File: config.mk
export PLATFORM = sky130hd
export DESIGN_NAME = fifo_status_ctrl
export DESIGN_NICKNAME = d
export VERILOG_FILES = /design/src/rtl/fifo_status_ctrl.sv
export SDC_FILE = /design/constraint.sdc
export NUM_CORES = 1
export LEC_CHECK = 0
export CAP_MARGIN = 20
export CORE_ASPECT_RATIO = 1.1
export CORE_MARGIN = 5
export CORE_UTILIZATION = 45
export DETAILED_ROUTE_END_ITERATION = 12
export GPL_TIMING_DRIVEN = 0
export HOLD_SLACK_MARGIN = 0.12
export PLACE_DENSITY_LB_ADDON = 0.1
export SLEW_MARGIN = 15
export SYNTH_ARGS = -nofsm -noshare
export SYNTH_HDL_FRONTEND = slang
export SYNTH_SLANG_ARGS = --single-unit
File: constraint.sdc
create_clock -name clk -period 3.9 [get_ports clk]
set_input_delay 0.78 -clock clk [delete_from_list [all_inputs] [get_ports clk]]
set_output_delay 0.78 -clock clk [all_outputs]
set_load 0.005 [all_outputs]
File: src/rtl/fifo_status_ctrl.sv
// Registered pointer, occupancy and status-flag controller for a single-clock,
// power-of-two FIFO. It drives the storage RAM addresses and gates its strobes.
module fifo_status_ctrl #(
  parameter int unsigned FIFO_DEPTH = 8,
  parameter int unsigned AF_LEVEL   = FIFO_DEPTH - 1,
  parameter int unsigned AE_LEVEL   = 1,
  localparam int unsigned AW        = $clog2(FIFO_DEPTH)
) (
  input  logic          clk,
  input  logic          reset,
  input  logic          wr_en,
  input  logic          rd_en,
  input  logic          flag_clr,
  output logic [AW-1:0] wr_addr,
  output logic [AW-1:0] rd_addr,
  output logic          wr_accept,
  output logic          rd_accept,
  output logic [AW:0]   count,
  output logic          full,
  output logic          empty,
  output logic          almost_full,
  output logic          almost_empty,
  output logic          overflow,
  output logic          underflow
);

  localparam logic [AW:0] DEPTH_C = (AW+1)'(FIFO_DEPTH);
  localparam logic [AW:0] AF_C    = (AW+1)'(AF_LEVEL);
  localparam logic [AW:0] AE_C    = (AW+1)'(AE_LEVEL);

  logic [AW:0] wr_ptr_q, wr_ptr_d;
  logic [AW:0] rd_ptr_q, rd_ptr_d;
  logic [AW:0] count_q, count_d;
  logic        full_q, full_d;
  logic        empty_q, empty_d;
  logic        af_q, af_d;
  logic        ae_q, ae_d;
  logic        ovf_q, ovf_d;
  logic        unf_q, unf_d;

  // Accepts depend only on requests and registered flags, so the RAM sees a
  // strobe in the same cycle; reset holds both strobes off.
  assign wr_accept = reset & wr_en & ~full_q;
  assign rd_accept = reset & rd_en & ~empty_q;

  always_comb begin
    // NOTE: every _d gets a default first so no path leaves it unassigned,
    // which would otherwise infer a latch.
    wr_ptr_d = wr_ptr_q + (AW+1)'(wr_accept);
    rd_ptr_d = rd_ptr_q + (AW+1)'(rd_accept);
    count_d  = count_q + (AW+1)'(wr_accept) - (AW+1)'(rd_accept);
    full_d   = (count_d == DEPTH_C);
    empty_d  = (count_d == '0);
    af_d     = (count_d >= AF_C);
    ae_d     = (count_d <= AE_C);
    // A new error in the same cycle as flag_clr must not be lost.
    ovf_d    = (wr_en & full_q) | (ovf_q & ~flag_clr);
    unf_d    = (rd_en & empty_q) | (unf_q & ~flag_clr);
  end

  // NOTE: state registers use non-blocking assignments so every flop samples
  // the pre-edge value of its neighbours.
  always_ff @(posedge clk) begin
    if (!reset) begin
      wr_ptr_q <= '0;
      rd_ptr_q <= '0;
      count_q  <= '0;
      full_q   <= 1'b0;
      empty_q  <= 1'b1;
      af_q     <= 1'b0;
      ae_q     <= 1'b1;
      ovf_q    <= 1'b0;
      unf_q    <= 1'b0;
    end else begin
      wr_ptr_q <= wr_ptr_d;
      rd_ptr_q <= rd_ptr_d;
      count_q  <= count_d;
      full_q   <= full_d;
      empty_q  <= empty_d;
      af_q     <= af_d;
      ae_q     <= ae_d;
      ovf_q    <= ovf_d;
      unf_q    <= unf_d;
    end
  end

  assign wr_addr      = wr_ptr_q[AW-1:0];
  assign rd_addr      = rd_ptr_q[AW-1:0];
  assign count        = count_q;
  assign full         = full_q;
  assign empty        = empty_q;
  assign almost_full  = af_q;
  assign almost_empty = ae_q;
  assign overflow     = ovf_q;
  assign underflow    = unf_q;

endmodule

### Yosys cells after proc, flatten, opt, wreduce, memory -nomap -nowiden

Cells that the tools add are included.

* bits in registers: 18
* input bits: 5
* output and inout port bits: 18
* word-level logic and storage cells: 30

* add/sub/neg operators: 4
* order comparisons: 2
* eq/ne operators: 1
* bitwise gates (word level): 13
* reductions and logical operators: 1

Operator list (count)
* 4-bit by 1-bit adder with 4-bit output: 3
* 1-bit bitwise AND: 8
* 4-bit == test (second input constant): 1
* 4-bit by 3-bit greater-or-equal comparator with 1-bit output (second input constant): 1
* 4-bit by 1-bit <= comparator with 1-bit output (second input constant): 1
* 4-bit zero test: 1
* 4-bit by 1-bit subtractor with 4-bit output: 1
* 1-bit NOT: 3
* 1-bit bitwise OR: 2

### Longest topological paths before layout

* word-level depth: 5
* depth in mapped cells: 9
* depth with buffers taken out: 9

### Worst setup path before layout

No wires, ideal clock.

* kind: input to register
* start: input port rd_en
* end: register af_q, in the netlist almost_full
* setup time: 0.120 ns
* data arrival time: 2.383 ns
* required time: 3.780 ns
* path slack: 1.397 ns
* stages on the path: 9
* buffers on the path: 0
* path through: nand3b_1 -> or2_2 -> nand2_1 -> ha_1 -> inv_1 -> fa_1 -> xnor2_1 -> and3_1 -> o31a_1

* word-level cells in the longest chain between the ends: 4

Ends and longest elaborated chain
* from (decl): RTL line 12 `input logic rd_en,`
* 1-bit bitwise AND (2 in a row): RTL line 44 `assign rd_accept = reset & rd_en & ~empty_q;`
* 4-bit by 1-bit subtractor with 4-bit output: RTL line 51 `count_d = count_q + (AW+1)'(wr_accept) - (AW+1)'(rd_accept);`
* 4-bit by 3-bit greater-or-equal comparator with 1-bit output: RTL line 54 `af_d = (count_d >= AF_C);`
* to (signal assigned): RTL line 70 `af_q <= 1'b0;`
* to (signal assigned): RTL line 80 `af_q <= af_d;`
* to (decl): RTL line 36 `logic af_q, af_d;`

Every way passes these cells.
A chain may end at the register's enable or synchronous reset.

### Final worst setup path

* start: input port reset
* end: register af_q, in the netlist almost_full

* word-level cells in the longest chain between the ends: 5
* elaborated cells on any way between the ends: 7
* those cells by class: 2 x add/sub; 1 x order compare; 4 x bitwise

Ends and longest elaborated chain
* from (decl): RTL line 10 `input logic reset,`
* 1-bit bitwise AND (2 in a row): RTL line 43 `assign wr_accept = reset & wr_en & ~full_q;`
* 4-bit by 1-bit adder with 4-bit output: RTL line 51
* 4-bit by 1-bit subtractor with 4-bit output: RTL line 51
* 4-bit by 3-bit greater-or-equal comparator with 1-bit output: RTL line 54

Several ways; a longest one is shown, not always the timed one.

==> impl_metrics.tcl <==
set metrics [dict create \
    dp_hpwl_mm 1.02 \
    r2r-start "empty$_SDFF_PN1_" \
    critPathLaunchType "input pin" \
    grt_pass1_vias 544 \
    power.leakage_nw 0.453 \
    grt_pass1_wl_mm 2.15 \
    fmaxAchievable_mhz 333 \
    crit_start "reset" \
    ctsHtreeMaxLevel 1 \
    die-width_um 47.9 \
    clk_latency_ns 0.28 \
    routedWlPerCell_um 11.7 \
    synth_top_area_share_pct 45.0 \
    cts_sinks 16 \
    wirelength_mm 1.29 \
    viasPerCell 4.96 \
    final_cell_mix "clkdlybuf4s50_1, dfxtp_1, and2_1" \
    post-route-drc-count 0 \
    start_util_pct 46.3 \
    vias 546 \
    grt_setup_unrepaired "no" \
    post_cts_buffers 0 \
    drtPass1Iterations 2 \
    synth_cell_types 26 \
    status "finished clean" \
    die_area_um2 2480 \
    synth_area_um2 712 \
    finalCritPeriodShare_pct 77.0 \
    die_y_um 51.7 \
    yosys-top-cells-area "dfxtp_1, ha_1, and2_1, inv_1, xnor2_1" \
    tritoncts "built" \
    root_buffer "clkbuf_4" \
    r2r_slack_ns 1.63 \
    nets 106 \
    grt_max_degree 11 \
    fill_cells 139 \
    synth_nets 79 \
    fin_area_um2 990 \
    r2r_end "almost_full$_SDFF_PN0_" \
    grt_use_total_pct 11.9 \
    grt-ovfl-total 0 \
    final-max-slew-violation-count 0 \
    antenna_cells 0 \
    worstRegToRegCells 9 \
    ys_ff_latch 16 \
    ys_seq_area_share_pct 45.0 \
    crit_path_end_kind "flip-flop" \
    synth.avg_cell_area_um2 10.6 \
    criticalPathCategory "input pin to flip-flop" \
    core_um2 1540 \
    syn_inst 67 \
    area_delta_synth_final_pct 39.0 \
    fin_tns_setup_ns 0 \
    fin_skew_ns 0.00429 \
    hold_buffers 0 \
    cp.arrival_ns 3.18 \
    synth_warnings 0 \
    placed_cell_area_um2 953 \
    gp_congestion 0.732 \
    port_buffers 22 \
    antenna_found_initial 0 \
    path_clk_slew_ns 0.09 \
    yosysTopAreaCell "dfxtp_1" \
    stdcell_count 110 \
    rows 15 \
    peakVddDrop_mv 0.388 \
    finalSetupViolations 0 \
    cp_max_fo 9 \
    finalHoldViolations 0 \
    relSlewSlack_pct 73.7 \
    io_pins 23 \
    p_per_area_nw_per_um2 678 \
    final_common_cell "clkdlybuf4s50_1" \
    worstPathRequired_ns 4.08 \
    dp.cells 106 \
    cts.repair.resized 0 \
    drv_cap 0 \
    cts_buffer_depth 2 \
    drive_gt1_share_pct 9.68 \
    cts_buffers 3 \
    tightest_slew_ns 0.394 \
    critPathCapture "almost_full$_SDFF_PN0_" \
    drt_iter0_markers 3 \
    period_needed_ns 3.00 \
    hold_class "flip-flop to flip-flop" \
    drtAntennaViolNets 0 \
]
## synth_stat cells (all sizes together)
cell type,n
o31ai,1
xor2,2
dfxtp,16
nor3,1
ha,6
and3b,1
inv,7
and3,2
o21a,1
xnor2,3
a22oi,2
nand3b,1
or2,1
o211a,1
nand2,2
clkbuf,1
o31a,1
nand2b,1
fa,1
o41ai,1
a21oi,2
nor2b,3
and2,9
nand3,1
## final cells by class
cell class	count	area, um^2	area share, %
Multi-Input combinational cell	43	362	36.5
Sequential cell	16	320	32.4
Timing Repair Buffer	22	220	22.3
Clock buffer	4	36.3	3.67
Inverter	7	26.3	2.65
Tap cell	17	21.3	2.15
Buffer	1	3.75	0.379
## worst max-delay path, stage by stage
cell and delay, ns:
clkdlybuf4s50_1 0.59, nand3b_1 0.20, or2_2 0.34, nand2_1 0.07, ha_1 0.16, inv_1 0.05, fa_1 0.55, inv_1 0.07
and3_1 0.15, o31a_1 0.23
## cell families (layout without fill, tap and decap cells)
group | count (synthesis) | in the layout | synth area share (%)
AND/OR/NAND/NOR | 22 | 22 | 19.5
buffers and inverters | 8 | 34 | 4.22
adder cells (fa/ha/maj) | 7 | 7 | 13.4
AO/OA/AOI/OAI | 9 | 9 | 11.8
flip-flops | 16 | 16 | 45.0
XOR/XNOR | 5 | 5 | 6.15
## how the worst min path moves through the flow
stage                            to  cells after the start                 start  slack [ns]
6_report       underflow$_SDFF_PN0_                      2  underflow$_SDFF_PN0_        0.55
5_1_grt         overflow$_SDFF_PN0_                      2   overflow$_SDFF_PN0_        0.60
4_1_cts        underflow$_SDFF_PN0_                      2  underflow$_SDFF_PN0_        0.55
3_3_place_gp    overflow$_SDFF_PN0_                      2   overflow$_SDFF_PN0_        0.51
2_1_floorplan   overflow$_SDFF_PN0_                      2   overflow$_SDFF_PN0_        0.51
3_5_place_dp   underflow$_SDFF_PN0_                      2  underflow$_SDFF_PN0_        0.53
## power by group
group          leakage, nW  internal, mW  switching (mW)  total, mW
clock network       0.0210        0.0567          0.0497      0.106
registers            0.131         0.207          0.0246      0.232
logic                0.301         0.183           0.150      0.333
total                0.453         0.447           0.224      0.671
## flip-flops by register name, indices dropped and copies added, names as in the netlist
signal,flops
underflow,1
rd_ptr_q,3
full,1
almost_empty,1
wr_ptr_q,3
overflow,1
count,4
almost_full,1
empty,1
## per-layer routing
metal  track usage (%)  up-vias  routed length (um)
li1                  -      274                   -
met1              14.5      259                 561
met2              19.4       11                 651
met3              2.42        2                  61
met4              5.38        0                  17
met5                 0        -                   0
## per-stage QoR
stage,worst slack (ns),hold slack [ns],total power [mW],utilization (%)
finish,0.897,0.547,0.671,64.3
floorplan,1.40,0.508,0.440,-
detailed placement,0.576,0.528,0.569,62.0
CTS,0.876,0.554,0.679,64.3
global placement,0.566,0.507,0.561,62.0
global route,0.719,0.598,0.727,64.3
(Power assumes the default switching activity.)
